[src/rtl/adder_result_stage_if.sv]
// Handshake and status bundle between the adder result stage, the adder upstream,
// the downstream consumer and the status block.
interface adder_result_stage_if #(
  parameter int WIDTH = 32,
  parameter int CNT_W = 8
);
  logic             in_valid;
  logic             in_ready;
  logic [WIDTH-1:0] in_s;
  logic             in_of;
  logic             in_eq;
  logic             in_cary;
  logic             out_valid;
  logic             out_ready;
  logic [WIDTH-1:0] out_s;
  logic             out_of;
  logic             out_eq;
  logic             out_cary;
  logic             out_zero;
  logic             out_neg;
  logic             sticky_of;
  logic             sticky_clr;
  logic [CNT_W-1:0] of_count;

  // The stage itself.
  modport slave (
    input  in_valid, in_s, in_of, in_eq, in_cary, out_ready, sticky_clr,
    output in_ready, out_valid, out_s, out_of, out_eq, out_cary, out_zero, out_neg,
           sticky_of, of_count
  );

  // The surroundings: upstream adder, downstream consumer and status block.
  modport master (
    output in_valid, in_s, in_of, in_eq, in_cary, out_ready, sticky_clr,
    input  in_ready, out_valid, out_s, out_of, out_eq, out_cary, out_zero, out_neg,
           sticky_of, of_count
  );
endinterface

[src/rtl/adder_result_stage.sv]
// Registered result stage behind the 32-bit adder: main register plus one skid entry,
// zero/neg derived at capture, sticky overflow flag and saturating overflow counter.
module adder_result_stage #(
  parameter int WIDTH = 32,
  parameter int CNT_W = 8
) (
  input logic                 clk,
  input logic                 rst,
  adder_result_stage_if.slave bus
);

  typedef struct packed {
    logic [WIDTH-1:0] s;
    logic             of;
    logic             eq;
    logic             cary;
    logic             zero;
    logic             neg;
  } entry_t;

  localparam logic [CNT_W-1:0] CNT_MAX = '1;

  entry_t           main_q, main_d, skid_q, skid_d, in_entry;
  logic             main_valid_q, main_valid_d;
  logic             skid_valid_q, skid_valid_d;
  logic             in_ready_q, in_ready_d;
  logic             sticky_q, sticky_d;
  logic [CNT_W-1:0] cnt_q, cnt_d;
  logic             accept, take;

  always_comb begin
    // NOTE: every signal gets a default before any branch so no latch is inferred.
    in_entry      = '0;
    in_entry.s    = bus.in_s;
    in_entry.of   = bus.in_of;
    in_entry.eq   = bus.in_eq;
    in_entry.cary = bus.in_cary;
    in_entry.zero = (bus.in_s == '0);
    in_entry.neg  = bus.in_s[WIDTH-1];

    accept       = bus.in_valid & in_ready_q;
    take         = main_valid_q & bus.out_ready;
    main_d       = main_q;
    main_valid_d = main_valid_q;
    skid_d       = skid_q;
    skid_valid_d = skid_valid_q;

    if (take && skid_valid_q) begin
      // in_ready is low whenever skid is occupied, so no accept can coincide here.
      main_d       = skid_q;
      skid_valid_d = 1'b0;
    end else if (take) begin
      main_valid_d = accept;
      if (accept) main_d = in_entry;
    end else if (accept) begin
      if (!main_valid_q) begin
        main_d       = in_entry;
        main_valid_d = 1'b1;
      end else begin
        skid_d       = in_entry;
        skid_valid_d = 1'b1;
      end
    end

    in_ready_d = !skid_valid_d;

    // Set beats clear when both land on the same edge.
    sticky_d = sticky_q;
    if (accept && bus.in_of)  sticky_d = 1'b1;
    else if (bus.sticky_clr)  sticky_d = 1'b0;

    cnt_d = cnt_q;
    if (accept && bus.in_of && (cnt_q != CNT_MAX)) cnt_d = cnt_q + 1'b1;
  end

  // NOTE: sequential state uses non-blocking assignments only, so every flop samples
  // pre-edge values regardless of statement order.
  always_ff @(posedge clk) begin
    if (rst) begin
      main_q       <= '0;
      skid_q       <= '0;
      main_valid_q <= 1'b0;
      skid_valid_q <= 1'b0;
      in_ready_q   <= 1'b0;
      sticky_q     <= 1'b0;
      cnt_q        <= '0;
    end else begin
      main_q       <= main_d;
      skid_q       <= skid_d;
      main_valid_q <= main_valid_d;
      skid_valid_q <= skid_valid_d;
      in_ready_q   <= in_ready_d;
      sticky_q     <= sticky_d;
      cnt_q        <= cnt_d;
    end
  end

  assign bus.in_ready  = in_ready_q;
  assign bus.out_valid = main_valid_q;
  assign bus.out_s     = main_q.s;
  assign bus.out_of    = main_q.of;
  assign bus.out_eq    = main_q.eq;
  assign bus.out_cary  = main_q.cary;
  assign bus.out_zero  = main_q.zero;
  assign bus.out_neg   = main_q.neg;
  assign bus.sticky_of = sticky_q;
  assign bus.of_count  = cnt_q;

endmodule

[src/flat_wrapper.sv]
// flat-port wrapper written by rule: the top's interface ports become plain ports
module adder_result_stage_flat 
#(
  parameter int WIDTH = 32,
  parameter int CNT_W = 8
)
  (clk, rst, bus_in_valid, bus_in_s, bus_in_of, bus_in_eq, bus_in_cary, bus_out_ready, bus_sticky_clr, bus_in_ready, bus_out_valid, bus_out_s, bus_out_of, bus_out_eq, bus_out_cary, bus_out_zero, bus_out_neg, bus_sticky_of, bus_of_count);
  adder_result_stage_if #(.WIDTH(WIDTH), .CNT_W(CNT_W)) bus_i ();
  input logic clk;
  input logic rst;
  input wire logic [$bits(bus_i.in_valid)-1:0] bus_in_valid;
  input wire logic [$bits(bus_i.in_s)-1:0] bus_in_s;
  input wire logic [$bits(bus_i.in_of)-1:0] bus_in_of;
  input wire logic [$bits(bus_i.in_eq)-1:0] bus_in_eq;
  input wire logic [$bits(bus_i.in_cary)-1:0] bus_in_cary;
  input wire logic [$bits(bus_i.out_ready)-1:0] bus_out_ready;
  input wire logic [$bits(bus_i.sticky_clr)-1:0] bus_sticky_clr;
  output wire logic [$bits(bus_i.in_ready)-1:0] bus_in_ready;
  output wire logic [$bits(bus_i.out_valid)-1:0] bus_out_valid;
  output wire logic [$bits(bus_i.out_s)-1:0] bus_out_s;
  output wire logic [$bits(bus_i.out_of)-1:0] bus_out_of;
  output wire logic [$bits(bus_i.out_eq)-1:0] bus_out_eq;
  output wire logic [$bits(bus_i.out_cary)-1:0] bus_out_cary;
  output wire logic [$bits(bus_i.out_zero)-1:0] bus_out_zero;
  output wire logic [$bits(bus_i.out_neg)-1:0] bus_out_neg;
  output wire logic [$bits(bus_i.sticky_of)-1:0] bus_sticky_of;
  output wire logic [$bits(bus_i.of_count)-1:0] bus_of_count;
  assign bus_i.in_valid = bus_in_valid;
  assign bus_i.in_s = bus_in_s;
  assign bus_i.in_of = bus_in_of;
  assign bus_i.in_eq = bus_in_eq;
  assign bus_i.in_cary = bus_in_cary;
  assign bus_i.out_ready = bus_out_ready;
  assign bus_i.sticky_clr = bus_sticky_clr;
  assign bus_in_ready = bus_i.in_ready;
  assign bus_out_valid = bus_i.out_valid;
  assign bus_out_s = bus_i.out_s;
  assign bus_out_of = bus_i.out_of;
  assign bus_out_eq = bus_i.out_eq;
  assign bus_out_cary = bus_i.out_cary;
  assign bus_out_zero = bus_i.out_zero;
  assign bus_out_neg = bus_i.out_neg;
  assign bus_sticky_of = bus_i.sticky_of;
  assign bus_of_count = bus_i.of_count;
  adder_result_stage #(.WIDTH(WIDTH), .CNT_W(CNT_W)) u_core (.clk(clk), .rst(rst), .bus(bus_i));
endmodule
[config.mk]
export PLATFORM = sky130hd
export DESIGN_NAME = adder_result_stage_flat
export DESIGN_NICKNAME = d
export VERILOG_FILES = /design/src/rtl/adder_result_stage_if.sv /design/src/rtl/adder_result_stage.sv /design/src/flat_wrapper.sv
export SDC_FILE = /design/constraint.sdc
export NUM_CORES = 1
export LEC_CHECK = 0
export CAP_MARGIN = 20
export CORE_MARGIN = 2
export CORE_UTILIZATION = 44
export DETAILED_ROUTE_END_ITERATION = 6
export GPL_ROUTABILITY_DRIVEN = 0
export GPL_TIMING_DRIVEN = 0
export PLACE_DENSITY_LB_ADDON = 0.25
export SETUP_SLACK_MARGIN = 0.2
export SLEW_MARGIN = 10
export SYNTH_ARGS = -nofsm -noshare
export SYNTH_HDL_FRONTEND = slang
export SYNTH_SLANG_ARGS = --single-unit
[constraint.sdc]
create_clock -name clk -period 1.6 [get_ports clk]
set_clock_uncertainty 0.2 [all_clocks]
set_input_delay 0.32 -clock clk [delete_from_list [all_inputs] [get_ports clk]]
set_output_delay 0.32 -clock clk [all_outputs]
set_load 0.005 [all_outputs]
==> metrics.md <==
| Metric | Value |
|---|---|
| Remaining Overflow, GRT | `0` |
| Max_slew headroom | `0.738` |
| Clock sinks | `84` |
| Max-slew violation count | `0` |
| 1st-pass router iterations | `5` |
| Mean post-synth cell area | `about 9.2 um2` |
| Core Box Area | `0.00777 mm2` |
| Status | `complete, but fails checks` |
| R2R Setup Slk | `-0.17 ns` |
| EDFF count, synth | `0` |
| H-Tree Depth | `3` |
| Max Cap Viol | `0` |
| Max FO, Critical Path | `8` |
| I/O pins | `88` |
| Count of cell types in the netlist | `35` |
| RR Startpoint | `u_core.bus.out_valid$_SDFFE_PP0P_` |
| CP startpoint | `u_core.bus.out_valid$_SDFFE_PP0P_` |
| Number of synthesized register bits | `84` |
| LEAKAGE | `0.00282 uW` |
| CTS clk-pin slew, worst paths | `0.09 ns` |
| Post-route ant nets | `0` |
| Worst EP required | `about 1.7 ns` |
| Die ar. | `0.00883 mm2` |
| Routed WL | `15400 um` |
| Crit. End Element | `flop` |
| # DRC | `0` |
| Fraction of registers with async set/reset | `0` |
| Arr. time, crit path | `1.84 ns` |
| Initial core utilization | `0.459` |
| Top_reg_cell synth | `dfxtp_1` |
| Hpwl dp | `around 6400 um` |
| Final setup margin | `-0.169 ns` |
| Setup Crit Path Kind | `reg -> reg` |
| Largest net degree at the start of global routing | `15` |
| Row count | `32` |
| Cell with the most instances after synthesis | `dfxtp_1` |
| Vias in the first global route | `3265` |
| DRT iter0 DRCs | `211` |
| Initial antenna violation count | `0` |
| Final worst-path cycle share | `1.11` |
| Period minus WS final | `between 1.5 and 2 ns` |
| Fill cells | `347` |
| CTS root buf | `clkbuf_8` |
| Area growth syn-to-layout | `87.9%` |
| Port Buffers | `87` |
| RSZ-0062 raised after global routing | `yes` |
| Synth top area share | `0.472` |
| FMAX | `565 MHz` |
| Synth Instances | `387` |
| Synth warnings | `0` |
| Worst-Margin Slew | `0.393 ns` |
| Avg WL per Cell | `23.2 um` |
| Hold Crit Class | `in -> reg` |
| Most instantiated cells after synthesis | `dfxtp_1, nand2_1, nor2_1, a21oi_1, mux2i_1` |
| Final Hold Viols | `0` |
| Reg-to-reg endpoint | `u_core.bus.out_s[2]$_SDFFE_PP0P_` |
| Sequential share of the synthesized area | `0.472` |
| Vias post-DR | `3841` |
| Ranking of synthesized cells by area | `dfxtp_1, mux2i_1, a211oi_2, nand2_1, a21oi_1` |
| Reg2Reg Depth | `8` |
| Power per cell area | `732 mW/mm2` |
| Nets | `596` |
| Clock buffer depth | `2` |
| Netlist Area Pre-Place | `0.00356 mm2` |
| Die width | `94.0 um` |
| Startpoint Class | `flop` |
| Worst-Skew Late Latency | `0.37 ns` |
| Biggest area consumer among synthesized cells | `dfxtp_1` |
| WHS | `0.203 ns` |
| Violated checks | `setup timing` |
| CTS buffer count | `9` |
| CTS tree | `built` |
| Share of cells above drive strength 1 | `0.714` |
| Antenna diodes | `0` |
| Vias/cell | `5.80` |
| Tot GR Track Use | `0.234` |
| Maximum vdd drop | `0.000613 V` |
| Count of final setup violators | `58` |
| Chip height | `94.0 um` |
| Synthesized Nets | `about 430` |
| Total power | `between 4000 and 5000 uW` |
| First-pass GRT wire length | `~16000 um` |
| Crit path to | `u_core.bus.out_s[2]$_SDFFE_PP0P_` |
-- layout make-up --
cell class	count	area (um2)	share of cell area
Sequential cell	84	1760	0.263
Clock inverter	5	77.6	0.0116
Timing Repair Buffer	157	1510	0.226
Inverter	1	3.75	0.000561
Clock buffer	11	131	0.0196
Buffer	28	425	0.0636
Tap cell	102	128	0.0191
Multi-Input combinational cell	274	2660	0.397
-- flip-flops by register name, summed over array words and instances, names as in the netlist --
register / flops
u_core.bus.out_eq: 1
u_core.bus.of_count: 8
u_core.bus.out_of: 1
u_core.bus.out_cary: 1
u_core.bus.out_valid: 1
u_core.skid_valid_q: 1
u_core.skid_q: 36
u_core.bus.out_neg: 1
u_core.bus.sticky_of: 1
u_core.bus.out_s: 31
u_core.bus.in_ready: 1
u_core.bus.out_zero: 1
-- cell families after synthesis --
logic type	after synthesis	share of synthesized area
AOI/OAI and AO/OA	84	0.189
xor gates and xnor gates	5	0.0123
adders and majority gates	1	0.00351
buffers and inverters	29	0.0397
DFF	84	0.472
muxes	37	0.104
and+or+nand+nor	147	0.179
-- worst max-delay path, cell delays in order, from the launching register on --
cell	delay [ns]
dfxtp_4	0.37
buf_6	0.14
nand2_4	0.05
a22oi_2	0.16
buf_4	0.15
buf_12	0.16
clkbuf_16	0.17
nor2_1	0.04
a211oi_1	0.23
-- through the flow --
stage	setup TNS, ns	cell area, um2	cells	setup WS (ns)	util
finish	-4.15	6690	662	-0.169	0.862
global route	-6.53	6690	662	-0.228	0.862
CTS	0	5350	627	0.00134	0.689
detailed placement	-51.38	4770	576	-0.764	0.614
global placement	-48.86	4770	576	-0.706	0.614
floorplan	-0.00870	3770	387	-0.00870	-
-- power by group --
group	leakage, uW	internal, uW	total, uW	switching, uW
combinational	0.00201	485	963	477
sequential	0.000705	2180	2240	64.2
clock	0.000103	877	1700	821
total	0.00282	3540	4900	1360
-- placed cells by master, fill, tap and decap left out, types with 14 or more instances in the layout --
cell,netlist,layout
buf_4,4,44
a211oi_2,28,32
nand2_2,0,19
clkbuf_2,0,17
nor2_4,0,14
buf_2,14,28
dlygate4sd2_1,0,35
nor2_2,1,16
mux2i_1,36,22
a21oi_2,0,35
nor2_1,44,15
nand2_1,74,15
buf_12,0,17
dfxtp_2,0,38
nand2_4,0,40
dfxtp_1,84,38
-- routing by layer --
layer / GRT usage / routed length, um / up-vias
li1: - / - / 1699
met4: 0.0761 / 753 / 0
met1: 0.295 / 5960 / 1883
met2: 0.401 / 7710 / 199
met3: 0.0490 / 933 / 60
met5: 0 / 0 / -
-- repair_timing --
action,in CTS,in global routing
hold buffers,0,0
cloned,1,16
setup endpoints to repair,131,101
resized for setup,292,262
pin swaps,24,79
hold endpoints to repair,0,0
setup buffers,34,19
-- worst min-delay path by stage --
stage          slack [ns]                            from  cells past startpoint                        endpoint
2_1_floorplan        0.24  u_core.skid_q[10]$_SDFFE_PP0P_                      2  u_core.skid_q[10]$_SDFFE_PP0P_
6_report             0.20                    bus_in_s[30]                      3  u_core.skid_q[35]$_SDFFE_PP0P_
5_1_grt              0.21                    bus_in_s[30]                      3  u_core.skid_q[35]$_SDFFE_PP0P_
4_1_cts              0.17                    bus_in_s[25]                      3  u_core.skid_q[30]$_SDFFE_PP0P_
3_3_place_gp         0.24   u_core.skid_q[6]$_SDFFE_PP0P_                      2   u_core.skid_q[6]$_SDFFE_PP0P_
3_5_place_dp         0.25  u_core.skid_q[36]$_SDFFE_PP0P_                      2  u_core.skid_q[36]$_SDFFE_PP0P_
(Power assumes the default switching activity.)
